[src/rtl/wb_arbiter_pkg.sv]
// rtl/wb_arbiter_pkg.sv - shared FSM state and owner encodings for the two-master bus arbiter
package wb_arbiter_pkg;

    typedef enum logic [1:0] {
        ST_IDLE,
        ST_OWN_CPU,
        ST_OWN_DMA,
        ST_ABORT
    } arb_state_t;

    localparam logic [1:0] OWN_NONE = 2'b00;
    localparam logic [1:0] OWN_CPU  = 2'b01;
    localparam logic [1:0] OWN_DMA  = 2'b10;

endpackage

[src/rtl/wb_arb_timer.sv]
// rtl/wb_arb_timer.sv - wait-state counter that flags a strobe left unanswered for TIMEOUT cycles
module wb_arb_timer #(
    parameter int TIMEOUT = 255
) (
    input  logic clk,
    input  logic rst_n,
    input  logic clear,
    input  logic inc,
    output logic expire
);

    localparam int W = $clog2(TIMEOUT + 1);

    logic [W-1:0] count_q;

    // Expire on the wait cycle that brings the count to TIMEOUT; an ack/err suppresses inc, so it wins.
    assign expire = inc && (count_q == W'(TIMEOUT - 1));

    always_ff @(posedge clk or negedge rst_n) begin
        if (!rst_n) begin
            count_q <= '0;
        end else if (clear) begin
            count_q <= '0;
        end else if (inc) begin
            count_q <= count_q + W'(1);
        end
    end

endmodule

[src/rtl/wb_arbiter.sv]
// rtl/wb_arbiter.sv - CPU/DMA arbiter onto one shared bus with registered grant and wait timeout
module wb_arbiter
    import wb_arbiter_pkg::*;
#(
    parameter int TIMEOUT  = 255,
    parameter int DMA_PRIO = 0
) (
    input  logic        clk,
    input  logic        rst_n,
    input  logic        cpu_cyc,
    input  logic        cpu_stb,
    input  logic        cpu_we,
    input  logic [31:0] cpu_adr,
    input  logic [31:0] cpu_wdata,
    input  logic [3:0]  cpu_sel,
    output logic [31:0] cpu_rdata,
    output logic        cpu_ack,
    output logic        cpu_err,
    output logic        cpu_stall,
    input  logic        dma_cyc,
    input  logic        dma_stb,
    input  logic        dma_we,
    input  logic [31:0] dma_adr,
    input  logic [31:0] dma_wdata,
    input  logic [3:0]  dma_sel,
    output logic [31:0] dma_rdata,
    output logic        dma_ack,
    output logic        dma_err,
    output logic        dma_stall,
    output logic        bus_cyc,
    output logic        bus_stb,
    output logic        bus_we,
    output logic [31:0] bus_adr,
    output logic [31:0] bus_wdata,
    output logic [3:0]  bus_sel,
    input  logic [31:0] bus_rdata,
    input  logic        bus_ack,
    input  logic        bus_err,
    input  logic        bus_stall,
    output logic [1:0]  grant,
    output logic        timeout_irq
);

    arb_state_t state_q, state_d;
    logic [1:0] last_owner_q;
    logic       irq_q;
    logic       owned;
    logic       expire;
    logic       timer_clear;
    logic       timer_inc;

    assign owned       = (state_q == ST_OWN_CPU) || (state_q == ST_OWN_DMA);
    assign timer_inc   = bus_stb && !bus_ack && !bus_err;
    assign timer_clear = !owned || bus_ack || bus_err;
    assign timeout_irq = irq_q;

    wb_arb_timer #(.TIMEOUT(TIMEOUT)) u_timer (
        .clk    (clk),
        .rst_n  (rst_n),
        .clear  (timer_clear),
        .inc    (timer_inc),
        .expire (expire)
    );

    always_comb begin
        state_d = state_q;
        case (state_q)
            ST_IDLE: begin
                if (cpu_cyc && dma_cyc) begin
                    state_d = ((DMA_PRIO != 0) || (last_owner_q == OWN_CPU)) ? ST_OWN_DMA : ST_OWN_CPU;
                end else if (cpu_cyc) begin
                    state_d = ST_OWN_CPU;
                end else if (dma_cyc) begin
                    state_d = ST_OWN_DMA;
                end
            end
            ST_OWN_CPU: begin
                if (!cpu_cyc)    state_d = ST_IDLE;
                else if (expire) state_d = ST_ABORT;
            end
            ST_OWN_DMA: begin
                if (!dma_cyc)    state_d = ST_IDLE;
                else if (expire) state_d = ST_ABORT;
            end
            default: state_d = ST_IDLE;
        endcase
    end

    always_ff @(posedge clk or negedge rst_n) begin
        if (!rst_n) begin
            state_q      <= ST_IDLE;
            last_owner_q <= OWN_DMA;
            irq_q        <= 1'b0;
        end else begin
            state_q <= state_d;
            irq_q   <= (state_d == ST_ABORT);
            if (state_q == ST_IDLE && state_d != ST_IDLE) begin
                last_owner_q <= (state_d == ST_OWN_CPU) ? OWN_CPU : OWN_DMA;
            end
        end
    end

    // During ABORT the aborted owner is still last_owner, which also steers the error.
    always_comb begin
        case (state_q)
            ST_OWN_CPU: grant = OWN_CPU;
            ST_OWN_DMA: grant = OWN_DMA;
            ST_ABORT:   grant = last_owner_q;
            default:    grant = OWN_NONE;
        endcase
    end

    always_comb begin
        bus_cyc   = 1'b0;
        bus_stb   = 1'b0;
        bus_we    = 1'b0;
        bus_adr   = '0;
        bus_wdata = '0;
        bus_sel   = '0;
        cpu_rdata = '0;
        cpu_ack   = 1'b0;
        cpu_err   = 1'b0;
        cpu_stall = 1'b1;
        dma_rdata = '0;
        dma_ack   = 1'b0;
        dma_err   = 1'b0;
        dma_stall = 1'b1;
        case (state_q)
            ST_OWN_CPU: begin
                bus_cyc   = cpu_cyc;
                bus_stb   = cpu_stb;
                bus_we    = cpu_we;
                bus_adr   = cpu_adr;
                bus_wdata = cpu_wdata;
                bus_sel   = cpu_sel;
                cpu_rdata = bus_rdata;
                cpu_ack   = bus_ack;
                cpu_err   = bus_err;
                cpu_stall = bus_stall;
            end
            ST_OWN_DMA: begin
                bus_cyc   = dma_cyc;
                bus_stb   = dma_stb;
                bus_we    = dma_we;
                bus_adr   = dma_adr;
                bus_wdata = dma_wdata;
                bus_sel   = dma_sel;
                dma_rdata = bus_rdata;
                dma_ack   = bus_ack;
                dma_err   = bus_err;
                dma_stall = bus_stall;
            end
            ST_ABORT: begin
                cpu_err = (last_owner_q == OWN_CPU);
                dma_err = (last_owner_q == OWN_DMA);
            end
            default: ;
        endcase
    end

endmodule
[config.mk]
export PLATFORM = sky130hd
export DESIGN_NAME = wb_arbiter
export DESIGN_NICKNAME = d
export VERILOG_FILES = /design/src/rtl/wb_arbiter_pkg.sv /design/src/rtl/wb_arb_timer.sv /design/src/rtl/wb_arbiter.sv
export SDC_FILE = /design/constraint.sdc
export NUM_CORES = 1
export LEC_CHECK = 0
export CELL_PAD_IN_SITES_DETAIL_PLACEMENT = 0
export CELL_PAD_IN_SITES_GLOBAL_PLACEMENT = 2
export CORE_MARGIN = 10
export CORE_UTILIZATION = 11
export DETAILED_ROUTE_END_ITERATION = 6
export PLACE_DENSITY_LB_ADDON = 0.1
export SYNTH_ARGS = -nofsm -noshare
export SYNTH_HDL_FRONTEND = slang
export SYNTH_HIERARCHICAL = 1
export SYNTH_SLANG_ARGS = --single-unit
export TNS_END_PERCENT = 100
[constraint.sdc]
create_clock -name clk -period 6.1 [get_ports clk]
set_input_delay 0.915 -clock clk [delete_from_list [all_inputs] [get_ports clk]]
set_output_delay 0.915 -clock clk [all_outputs]
set_load 0.01 [all_outputs]
==> results of run 1 <==
==> layout by cell type (no fill, tap or decap), types with 2 or more instances in the layout <==
cell type	n
sky130_fd_sc_hd__nand4_1	3
sky130_fd_sc_hd__nor2b_1	70
sky130_fd_sc_hd__clkdlybuf4s50_1	322
sky130_fd_sc_hd__ha_4	2
sky130_fd_sc_hd__buf_4	3
sky130_fd_sc_hd__o21ai_0	8
sky130_fd_sc_hd__and2_1	67
sky130_fd_sc_hd__clkbuf_16	3
sky130_fd_sc_hd__nor2_1	10
sky130_fd_sc_hd__nand2b_1	4
sky130_fd_sc_hd__a21oi_1	5
sky130_fd_sc_hd__inv_1	4
sky130_fd_sc_hd__nand2_1	6
sky130_fd_sc_hd__dfrtp_1	12
sky130_fd_sc_hd__nand3_1	4
sky130_fd_sc_hd__or3_1	3
sky130_fd_sc_hd__a211oi_1	2
sky130_fd_sc_hd__xor2_1	3
sky130_fd_sc_hd__ha_1	4
sky130_fd_sc_hd__a22oi_1	70
==> metal layers <==
| layer | vias up | routed length (µm) | GRT usage [%] |
|---|---|---|---|
| met4 | 0 | 5 | 0.649 |
| met5 | - | 0 | 0 |
| met1 | 1717 | 6820 | 12.8 |
| met3 | 2 | 1030 | 2.87 |
| met2 | 122 | 10200 | 24.4 |
| li1 | 1745 | - | - |
==> Yosys cell counts (all sizes together), types with 3 or more instances <==
master | n | area [µm²]
inv | 4 | 15.0
nand2 | 6 | 22.5
o21ai | 8 | 40.0
ha | 7 | 87.6
a21oi | 5 | 25.0
a22oi | 70 | 526
nand4 | 4 | 40.0
nor2b | 70 | 438
nand3 | 4 | 20.0
xor2 | 3 | 26.3
a211oi | 3 | 27.5
nor2 | 10 | 37.5
and2 | 67 | 419
nand2b | 4 | 25.0
dfrtp | 12 | 300
clkbuf | 25 | 93.8
or3 | 3 | 18.8
buf | 9 | 53.8
==> critical path, stage by stage, from the launching register on <==
cell	delay (ps)
sky130_fd_sc_hd__dfrtp_1	490
sky130_fd_sc_hd__inv_1	180
sky130_fd_sc_hd__ha_4	720
sky130_fd_sc_hd__buf_4	460
sky130_fd_sc_hd__a22oi_1	150
sky130_fd_sc_hd__nor2b_1	160
sky130_fd_sc_hd__clkdlybuf4s50_1	610
==> cells by family after synthesis <==
logic type / count (synthesis) / synth area share (%)
AOI/OAI and AO/OA: 93 / 29.3
xor gates and xnor gates: 4 / 1.48
adders and majority gates: 7 / 3.70
buffers and inverters: 38 / 6.88
DFF: 13 / 13.8
and+or+nand+nor: 173 / 44.9
==> how the worst max path moves through the flow <==
stage | slack [ps] | cells after the start | to | from
6_report | 2130 | 6 | bus_wdata[30] | state_q[1]
3_5_place_dp | 2320 | 5 | bus_wdata[30] | state_q[0]
3_3_place_gp | 2370 | 5 | bus_adr[4] | state_q[0]
5_1_grt | 1850 | 6 | bus_wdata[30] | state_q[1]
2_1_floorplan | 3660 | 12 | timeout_irq | state_q[0]
4_1_cts | 2060 | 6 | bus_wdata[30] | state_q[1]
==> state kept, by name, indices dropped and copies added (netlist names) <==
| signal | flops |
|---|---|
| last_owner_q | 2 |
| state_q | 2 |
| timeout_irq | 1 |
| u_timer/count_q | 8 |
==> stage by stage <==
| step | instance area, µm² | setup slack (ps) | hold slack (ps) | instances | util (%) |
|---|---|---|---|---|---|
| floorplan | 2360 | 3660 | 510 | 328 | - |
| global placement | 5830 | 2370 | 551 | 894 | 27.7 |
| detailed placement | 5830 | 2320 | 556 | 894 | 27.7 |
| CTS | 5910 | 2060 | 564 | 898 | 28.0 |
| global route | 5920 | 1850 | 600 | 899 | 28.1 |
| finish | 5920 | 2130 | 567 | 899 | 28.1 |
==> area by class of cell <==
type | instances | area share (%)
repair buffers | 325 | 54.9
multi-input cells | 277 | 32.2
well taps | 275 | 5.82
flip-flops and latches | 13 | 5.52
clock buffers | 4 | 1.33
inverters | 4 | 0.254
diodes | 1 | 0.0423
==> power groups by stage <==
stage                     Sequential [mW]  Clock (mW)  Combinational [mW]
after floorplan                     0.122           0               0.718
after global placement              0.132           0                1.52
after detailed placement            0.131           0                1.51
after CTS                           0.130       0.128                1.51
after global routing                0.135       0.132                1.60
final                               0.131       0.123                1.47
==> flow_metrics.tcl, run 1 <==
set metrics [dict create \
    io_buffers 322 \
    die_width_um 167 \
    detail_route.wirelength_um 18100 \
    gr-total-overflow 0 \
    drt_drc_violations_left 0 \
    timing.hold.worst_endpoint "u_timer/count_q[7]" \
    finalSetupViolations 0 \
    setup.worst_path.class "register to primary output" \
    cts_resized 0 \
    finalWeightedCongestion 0.799 \
    internal_reg_to_reg_setup_slack_ps 2510 \
    wire_per_inst_um 20.1 \
    cts_sinks 13 \
    cp-start-kind "register" \
    leakage_power_summed_over_all_cells_nw 2.00 \
    fin_tns_setup_ps 0 \
    grt_antenna_before_repair 1 \
    syn_area_per_cell_um2 7.21 \
    core-area_mm2 0.0211 \
    period_needed_ps 3970 \
    synth.ff_latch_count 13 \
    synthesis.area_mm2 0.00236 \
    clock_tree.htree_level_count 1 \
    regToRegStartpoint "state_q[0]" \
    buffer_count_from_post_cts_setup_fixing 0 \
    part_of_the_total_power_dissipated_in_sequential_elements_pct 7.6 \
    switching_share_pct 43.3 \
    floorplan.die.height_um 167 \
    synth_edf_count 0 \
    syn-instance-count 328 \
    grt_pass1_wl_um 26500 \
    numCtsBuffers 3 \
    arrival_ps 3050 \
    critical_path_peak_fanout 77 \
    worst_hold_path_startpoint "u_timer/count_q[7]" \
    overall_track_demand_over_capacity_in_global_routing_pct 12.1 \
    final_max_slew_viol_count 0 \
    ctsLongestPathBuffers 2 \
    syn_to_final_growth_pct 150 \
    comb_power_share_pct 85.2 \
    regArea_um2 327 \
    power.density_cell_area_mw_per_mm2 291 \
    fmax_mhz 252 \
    drv_cap 0 \
    fp-row-count 53 \
    finalHoldViolCount 0 \
    clkLatencyLatePin_ps 240 \
    ir_worst_vdd_mv 0.185 \
    actual_transition_at_the_worst_max_transition_pin_ps 936 \
    hold_path_class "register to register" \
    design.die.area_mm2 0.0278 \
    first_global_vias 3585 \
    worst-r2r-cell-count 9 \
    max_slew_margin_pct 37.6 \
    p_int_mw 0.976 \
    yosys_most_used_dff "sky130_fd_sc_hd__dfrtp_1" \
    p_clk_share_pct 7.2 \
    power.net_switching_mw 0.744 \
    route.detailed.vias_per_inst 3.99 \
    run_status "finished clean" \
    clkSlewWorstSetupHoldPaths_ps 50 \
    cts_tree "yes" \
    timing.critical_path.to_type "primary output" \
    worstHoldPathCells 2 \
    layout-drive-gt1-share_pct 2.25 \
    initial_core_util_pct 11.2 \
    total_power_mw 1.72 \
    worst_r2r_endpoint "timeout_irq" \
    clock-root-buffer "sky130_fd_sc_hd__clkbuf_16" \
    drt_pass1_iterations 4 \
    hpwl_um 15000 \
    synth-seq-area-share_pct 13.8 \
    synthArstFlopShare_pct 100 \
    drt_first_iter_violations 169 \
    synth.distinct_cells 36 \
    multi_input_comb_area_mm2 0.00190 \
    yosysWarnings 6 \
    syn-num-nets 514 \
    nets 810 \
    ios 323 \
    cts_hold_buffers 0 \
    critical_path_required_ps 5180 \
    final_min_period_over_clock_period_pct 65.1 \
    fin_worst_skew_ps 5.12 \
    rsz_0062_raised_after_global_routing "false" \
    drtAntennaViolNets 0 \
    grt_max_degree 83 \
    vias 3586 \
    num-fill-cells 2271 \
]
No activity file was read; power rests on OpenSTA's default activity.
==> run 2: changes to the inputs <==
- CORE_UTILIZATION: 11 -> 10
- clock period: 6.1 -> 4 ns (I/O delays scaled with it)
==> flow_metrics.tcl, run 2 (synthesis results as in run 1) <==
set metrics [dict create \
    first_global_vias 3569 \
    grtUsageMet1_pct 12.4 \
    final_max_slew_viol_count 0 \
    grt_max_degree 62 \
    part_of_the_total_power_dissipated_in_sequential_elements_pct 7.5 \
    dpl_cell_area_mm2 0.00595 \
    timing.hold.ws_ps 565 \
    io_buffers 322 \
    hold_path_class "register to register" \
    design.die.area_mm2 0.0302 \
    layout_common_cells "sky130_fd_sc_hd__clkdlybuf4s50_1 (322), sky130_fd_sc_hd__a22oi_1 (70), sky130_fd_sc_hd__nor2b_1 (70)" \
    p_clk_share_pct 6.8 \
    grt_antenna_before_repair 1 \
    cts_sinks 13 \
    drt_drc_violations_left 0 \
    rsz_0062_raised_after_global_routing "false" \
    p_int_mw 1.53 \
    power.density_cell_area_mw_per_mm2 446 \
    core-area_mm2 0.0234 \
    drtAntennaViolNets 0 \
    layout_top_registers "u_timer/count_q (8), last_owner_q (2), state_q (2)" \
    fin_tns_setup_ps 0 \
    die_width_um 174 \
    cts_resized 0 \
    grt_pass1_wl_um 26600 \
    gr-total-overflow 0 \
    critical_path_required_ps 3400 \
    cts_tree "yes" \
    clock-root-buffer "sky130_fd_sc_hd__clkbuf_16" \
    timing.critical_path.to_type "primary output" \
    post-place-cells 941 \
    postLayoutSetupSlackWorst_ps 811 \
    preCtsSetupSlack_ps 966 \
    numCtsBuffers 3 \
    floorplan.die.height_um 174 \
    route.detailed.vias_per_inst 3.72 \
    switching_share_pct 43.1 \
    clkLatencyLatePin_ps 240 \
    fmax_mhz 314 \
    ir_worst_vdd_mv 0.205 \
    drt_pass1_iterations 4 \
    worst-r2r-cell-count 10 \
    detail_route.wirelength_um 18800 \
    syn_to_final_growth_pct 155 \
    buffer_count_from_post_cts_setup_fixing 0 \
    setup.worst_path.class "register to primary output" \
    overall_track_demand_over_capacity_in_global_routing_pct 11.4 \
    mostFrequentLayoutCell "sky130_fd_sc_hd__clkdlybuf4s50_1" \
    worstHoldPathCells 2 \
    met2_usage_pct 22.6 \
    cp-start-kind "register" \
    total_power_mw 2.69 \
    vias 3521 \
    critical_path_peak_fanout 58 \
    period_needed_ps 3190 \
    actual_transition_at_the_worst_max_transition_pin_ps 623 \
    clock_tree.htree_level_count 1 \
    wire_per_inst_um 19.8 \
    fin_worst_skew_ps 2.55 \
    layout-drive-gt1-share_pct 2.72 \
    initial_core_util_pct 10.1 \
    nets 813 \
    finalHoldViolCount 0 \
    run_status "finished clean" \
    max_slew_margin_pct 58.3 \
    leakage_power_summed_over_all_cells_nw 2.03 \
    comb_power_share_pct 85.7 \
    power.net_switching_mw 1.16 \
    finalSetupViolations 0 \
    arrival_ps 2590 \
    cts_hold_buffers 0 \
    finalNonFillerCells 946 \
    grt.busiest_layer "met2" \
    grtUsageMet3_pct 2.59 \
    finalWeightedCongestion 0.772 \
    fp-row-count 56 \
    drv_cap 0 \
    final_min_period_over_clock_period_pct 79.7 \
    ctsLongestPathBuffers 2 \
    drt_first_iter_violations 125 \
    postLayoutCellArea_mm2 0.00603 \
    hpwl_um 15600 \
    clkSlewWorstSetupHoldPaths_ps 40 \
    ios 323 \
    most_flop_heavy_register "u_timer/count_q" \
    finalCoreUtilization_pct 25.8 \
    max_ffs_per_register 8 \
]
run 2: changes by cell type in the layout (fill, tap and decap cells not counted), sizes merged:
cell  before  now
buf        3    6
run 2: power by group through the flow:
stage / sequential [mW] / clock (mW) / combinational [mW]
floorplan: 0.187 / 0 / 1.10
global placement: 0.204 / 0 / 2.38
detailed placement: 0.203 / 0 / 2.37
CTS: 0.202 / 0.187 / 2.38
global route: 0.206 / 0.196 / 2.50
finish: 0.201 / 0.183 / 2.30
run 2: path summary, 6_finish.rpt:
| check | start | end | slack, ps |
|---|---|---|---|
| worst max-delay path | state_q[0] | bus_wdata[22] | 810 |
| worst max register to register | state_q[0] | timeout_irq | 1070 |
| min in group asynchronous | rst_n | u_timer/count_q[7] | 760 |
| worst min register to register | u_timer/count_q[7] | u_timer/count_q[7] | 560 |
| worst min-delay path | u_timer/count_q[7] | u_timer/count_q[7] | 560 |
| max in group asynchronous | rst_n | u_timer/count_q[1] | 2840 |
run 2: area by class of cell:
class,instances,area [µm²]
multi-input cells,277,1900
inverters,4,15.0
well taps,319,399
flip-flops and latches,13,327
diodes,1,2.50
fillers,2583,17400
clock buffers,4,78.8
repair buffers,328,3310
run 2: critical path, stage by stage (launching register included):
cell	delay [ps]
sky130_fd_sc_hd__dfrtp_1	570
sky130_fd_sc_hd__inv_1	180
sky130_fd_sc_hd__ha_2	550
sky130_fd_sc_hd__buf_12	280
sky130_fd_sc_hd__nor2b_1	160
sky130_fd_sc_hd__clkdlybuf4s50_1	590
run 2: routing by layer:
metal  vias to the layer above  share of wire, %
li1                       1747                 -
met1                      1621                39
met2                       147                55
met3                         6               5.9
met4                         0              0.66
met5                         -                 0
